===== src/rtl/parking_timer_pkg.sv =====
// ============================================================================
// parking_timer_pkg : slot state encoding and default constants
// Rev 1.0 - initial release
// ============================================================================
`timescale 1ns/1ps
`default_nettype none

package parking_timer_pkg;

   typedef enum logic [1:0] {
      IDLE    = 2'b00,
      RUN     = 2'b01,
      EXPIRED = 2'b10
   } slot_state_t;

   localparam int DEF_CNT_W    = 10;
   localparam int DEF_TICK_DIV = 1000;
   localparam int DEF_LIMIT    = 999;

endpackage

`default_nettype wire


===== src/rtl/parking_slot_timer.sv =====
// ============================================================================
// parking_slot_timer : one slot's IDLE/RUN/EXPIRED FSM with saturating counter
// Optional macro: PARKING_TIMER_PAUSE_EN (adds pause input / paused output)
// Rev 1.0 - initial release
// ============================================================================
`timescale 1ns/1ps
`default_nettype none

module parking_slot_timer
   import parking_timer_pkg::*;
#(
   parameter int CNT_W = DEF_CNT_W,
   parameter int LIMIT = DEF_LIMIT
) (
   input  logic             clk,
   input  logic             reset,
   input  logic             start,
   input  logic             stop,
   input  logic             tick,
`ifdef PARKING_TIMER_PAUSE_EN
   input  logic             pause,
   output logic             paused,
`endif
   output logic [CNT_W-1:0] count,
   output logic             running,
   output logic             expired,
   output logic             expired_pulse
);

   localparam logic [CNT_W-1:0] LAST_BEFORE_LIMIT = CNT_W'(LIMIT - 1);

   slot_state_t state;
   logic        hold;

`ifdef PARKING_TIMER_PAUSE_EN
   assign hold = pause;
`else
   assign hold = 1'b0;
`endif

   always_ff @(posedge clk) begin
      if (reset) begin
         state         <= IDLE;
         count         <= '0;
         running       <= 1'b0;
         expired       <= 1'b0;
         expired_pulse <= 1'b0;
`ifdef PARKING_TIMER_PAUSE_EN
         paused        <= 1'b0;
`endif
      end else begin
         expired_pulse <= 1'b0;
`ifdef PARKING_TIMER_PAUSE_EN
         paused        <= 1'b0;
`endif
         case (state)
            RUN: begin
               if (stop) begin
                  state   <= IDLE;
                  running <= 1'b0;
               end else if (start) begin
                  count <= '0;
               end else if (hold) begin
`ifdef PARKING_TIMER_PAUSE_EN
                  paused <= 1'b1;
`endif
               end else if (tick) begin
                  count <= count + CNT_W'(1);
                  if (count == LAST_BEFORE_LIMIT) begin
                     state         <= EXPIRED;
                     running       <= 1'b0;
                     expired       <= 1'b1;
                     expired_pulse <= 1'b1;
                  end
               end
            end
            EXPIRED: begin
               // Count sits at LIMIT here; ticks are ignored so it saturates.
               if (stop) begin
                  state   <= IDLE;
                  expired <= 1'b0;
               end else if (start) begin
                  state   <= RUN;
                  count   <= '0;
                  running <= 1'b1;
                  expired <= 1'b0;
               end
            end
            default: begin
               if (!stop && start) begin
                  state   <= RUN;
                  count   <= '0;
                  running <= 1'b1;
               end
            end
         endcase
      end
   end

endmodule

`default_nettype wire


===== src/rtl/parking_timer.sv =====
// ============================================================================
// parking_timer : shared tick prescaler driving NUM_SLOTS parking slot timers
// Optional macro: PARKING_TIMER_PAUSE_EN (per-slot pause / paused ports)
// Rev 1.0 - initial release
// ============================================================================
`timescale 1ns/1ps
`default_nettype none

module parking_timer
   import parking_timer_pkg::*;
#(
   parameter int NUM_SLOTS = 4,
   parameter int CNT_W     = DEF_CNT_W,
   parameter int TICK_DIV  = DEF_TICK_DIV,
   parameter int LIMIT     = DEF_LIMIT
) (
   input  logic                       clk,
   input  logic                       reset,
   input  logic [NUM_SLOTS-1:0]       start,
   input  logic [NUM_SLOTS-1:0]       stop,
`ifdef PARKING_TIMER_PAUSE_EN
   input  logic [NUM_SLOTS-1:0]       pause,
   output logic [NUM_SLOTS-1:0]       paused,
`endif
   output logic                       tick,
   output logic [NUM_SLOTS*CNT_W-1:0] count,
   output logic [NUM_SLOTS-1:0]       running,
   output logic [NUM_SLOTS-1:0]       expired,
   output logic [NUM_SLOTS-1:0]       expired_pulse
);

   localparam int               DIV_W    = (TICK_DIV > 1) ? $clog2(TICK_DIV) : 1;
   localparam logic [DIV_W-1:0] DIV_LAST = DIV_W'(TICK_DIV - 1);

   logic [DIV_W-1:0] div;

   // Free-running prescaler; tick is registered one cycle after the wrap value.
   always_ff @(posedge clk) begin
      if (reset) begin
         div  <= '0;
         tick <= 1'b0;
      end else begin
         tick <= (div == DIV_LAST);
         div  <= (div == DIV_LAST) ? '0 : div + DIV_W'(1);
      end
   end

   generate
      for (genvar i = 0; i < NUM_SLOTS; i++) begin : g_slot
         parking_slot_timer #(
            .CNT_W (CNT_W),
            .LIMIT (LIMIT)
         ) u_slot (
            .clk           (clk),
            .reset         (reset),
            .start         (start[i]),
            .stop          (stop[i]),
            .tick          (tick),
`ifdef PARKING_TIMER_PAUSE_EN
            .pause         (pause[i]),
            .paused        (paused[i]),
`endif
            .count         (count[i*CNT_W +: CNT_W]),
            .running       (running[i]),
            .expired       (expired[i]),
            .expired_pulse (expired_pulse[i])
         );
      end
   endgenerate

endmodule

`default_nettype wire


===== config.mk =====
export PLATFORM = sky130hd
export DESIGN_NAME = parking_timer
export DESIGN_NICKNAME = d
export VERILOG_FILES = /design/src/rtl/parking_timer_pkg.sv /design/src/rtl/parking_slot_timer.sv /design/src/rtl/parking_timer.sv
export SDC_FILE = /design/constraint.sdc
export NUM_CORES = 1
export LEC_CHECK = 0
export ABC_AREA = 1
export CORE_ASPECT_RATIO = 0.8
export CORE_UTILIZATION = 40
export CTS_BUF_LIST = sky130_fd_sc_hd__clkbuf_8
export CTS_CLUSTER_DIAMETER = 200
export DETAILED_ROUTE_END_ITERATION = 16
export GPL_TIMING_DRIVEN = 0
export PLACE_DENSITY_LB_ADDON = 0.2
export SYNTH_ARGS = -nofsm -noshare
export SYNTH_HDL_FRONTEND = slang
export SYNTH_HIERARCHICAL = 1
export SYNTH_SLANG_ARGS = --single-unit

===== constraint.sdc =====
create_clock -name clk -period 2.3 [get_ports clk]
set_input_delay 0.46 -clock clk [delete_from_list [all_inputs] [get_ports clk]]
set_output_delay 0.46 -clock clk [all_outputs]
set_load 0.03 [all_outputs]

==> reports/metrics.yaml <==
outcome:
  outcome: "complete, no violations"
critical_path:
  critPathLaunchType: "register"
  arrival_ps: 1670
  cpPeakStageDelay_ps: 760
  path_delay_family: "buffers and inverters"
  critical_path.max_fanout: 9
  cp-end-kind: "output pin"
  crit_chain: "clkdlybuf4s50_1"
  critical_path_required_ps: 1840
  cpMaxStageDelayCell: "clkdlybuf4s50_1"
  r2r-start: "g_slot[3].u_slot/count[1]"
  worstSetupPathType: "register to output pin"
  crit_buf_inv: 1
  crit_start: "tick"
sta:
  max-slew-margin-rel_pct: 27.3
  drv_slew: 0
  fin_crit_ps: 2130
  setup_viol: 0
  layout_setup_ws_ps: 172
  fin_skew_ps: 8.28
  hold_viol: 0
  fmax_mhz: 470
  grt_setup_unrepaired: "false"
  period_share_pct: 92.5
  worst_pin_slew_ps: 1090
run:
  cap_violations: 0
place:
  gp_congestion: 0.879
  io_buffers: 62
  dp_worst_setup_slack_ps: -88.8
  place_area_sq_mm: 0.00490
  dp.cells: 825
  place_hpwl_mm: 6.90
route:
  wl_mm: 9.10
  drt_iter0_markers: 262
  dr.pass1.iters: 5
  routed_via_density: 4.73
  vias: 3974
  ant_nets: 0
  drc: 0
  wire_per_inst_um: 10.8
layout:
  seqCellArea_sq_mm: 0.00142
  fill_cells: 986
  areaGrowthSynthToFinish_pct: 25.2
  antenna_cells: 0
  nets: 719
  finish.instance_area_sq_mm: 0.00515
  fin_cells: 841
  multiInputGateArea_sq_mm: 0.00224
  drive_above_1_share_pct: 11.1
  final_util_pct: 52.5
grt:
  grt_pass1_vias: 3676
  grt_overflow: 0
  grt_max_degree: 19
  grt_pass1_wl_mm: 15.9
  grt_usage_pct: 18.6
  grt_antenna_before_repair: 0
logic_synthesis:
  syn_area_sq_mm: 0.00411
  ys_warn_count: 6
  yosys.area.top_type_share_pct: 34.6
  synthArstFlopShare_pct: 0
  synth-edff-count: 0
  synth_commonest_cells: "nand2_1 (133), nor2_1 (117), inv_1 (96), dfxtp_1 (71), nand3_1 (41)"
  synth_top_area_cell: "dfxtp_1"
  synth_cell_types: 21
  yosysMostFrequentCell: "nand2_1"
  synth_area_leaders: "dfxtp_1 (35%), nand2_1 (12%), nor2_1 (11%), inv_1 (8.8%), nand3_1 (5.0%)"
  ys.flop_type: "dfxtp_1"
  synth_nets: 646
  yosys_register_bits: 71
  synth-seq-area-share_pct: 34.6
  synth.avg_cell_area_sq_um: 6.56
  synth_cells: 627
clocking:
  cts_sinks: 71
  cts_hold_buf: 0
  htree_levels: 3
  postCtsSetupRepairBufs: 0
  cts-buffers-inserted: 9
  cts_tree: "built"
  cts_buffer_depth: 2
  insertion_delay_ps: 350
  root_buffer: "clkbuf_8"
  path_clk_slew_ps: 70
floorplanning:
  rows: 32
  die_x_um: 115
  start_util_pct: 41.9
  die_area_sq_mm: 0.0107
  pin_count: 63
  core_sq_mm: 0.00981
  dieHeight_um: 92.7
pwr:
  power.leakage_nw: 2.18
  total_power_w: 0.00391
  cellPowerDensity_mw_per_mm2: 759
  peakVddDrop_mv: 0.529
hold_path:
  holdCritStartpoint: "g_slot[2].u_slot/running"
  hold_class: "register to register"
==> registers in the layout, summed over array words and instances (netlist names) <==
register / flops
g_slot.u_slot/expired_pulse: 4
tick: 1
g_slot.u_slot/expired: 4
g_slot.u_slot/count: 40
g_slot.u_slot/state: 8
g_slot.u_slot/running: 4
div: 10
==> area by class of cell <==
| class | count | share of cell area [%] |
|---|---|---|
| inverters | 108 | 7.88 |
| flip-flops and latches | 71 | 27.6 |
| clock buffers | 10 | 2.67 |
| clock inverters | 6 | 2.09 |
| plain buffers | 4 | 0.875 |
| repair buffers | 62 | 12.1 |
| multi-input cells | 444 | 43.5 |
| well taps | 136 | 3.31 |
==> metrics by stage <==
| step | setup TNS [ps] | hold slack (ps) |
|---|---|---|
| after global routing | 0 | 489 |
| after floorplan | 0 | 429 |
| after detailed placement | -747 | 434 |
| final | 0 | 443 |
| after global placement | -378 | 428 |
| after CTS | 0 | 446 |
==> cells in the final DEF (no fill, tap or decap), types with 6 or more instances in the layout <==
cell | synthesis | final
nor2_4 | 9 | 9
nand3_1 | 41 | 41
clkbuf_8 | 0 | 10
nand3_2 | 13 | 13
inv_1 | 96 | 96
ha_1 | 9 | 9
o21ai_0 | 40 | 40
nand2_2 | 9 | 9
inv_2 | 12 | 12
a21oi_1 | 32 | 32
nor2_1 | 117 | 117
nand2_1 | 133 | 133
clkdlybuf4s50_1 | 0 | 62
nand4_1 | 12 | 12
nor2_2 | 6 | 6
dfxtp_1 | 71 | 70
nor3_1 | 8 | 8
==> repair_timing <==
| action | in CTS | in global routing |
|---|---|---|
| hold endpoints to repair | 0 | 0 |
| setup endpoints to repair | 1 | 0 |
| gates resized for setup | 1 | 0 |
==> per-layer routing <==
metal / up-vias / track usage [%] / wire [um]
li1: 2126 / - / -
met1: 1751 / 24.6 / 4580
met2: 86 / 29.2 / 4020
met3: 11 / 4.97 / 386
met4: 0 / 5.74 / 119
met5: - / 0 / 0
==> where the power goes <==
group	internal (W)	switching [W]
sequential	0.00134	0.0000908
clock	0.000746	0.000481
combinational	0.000440	0.000806
==> final timing paths <==
path                               endpoint  slack, ps  cells after the start
setup / recovery                       tick        170                      1
hold / removal     g_slot[2].u_slot/running        440                      2
setup reg to reg  g_slot[3].u_slot/count[8]        720                      8
hold reg to reg    g_slot[2].u_slot/running        440                      2
==> cells by family (layout without fill, tap and decap cells) <==
family,Yosys count,in the layout,share of synthesized area [%]
buffers and inverters,112,190,11.0
AOI/OAI and AO/OA,76,76,9.25
xor gates and xnor gates,3,3,0.639
and+or+nand+nor,356,356,41.8
adders and majority gates,9,9,2.74
DFF,71,71,34.6
Power figures use the tool's default switching activity.
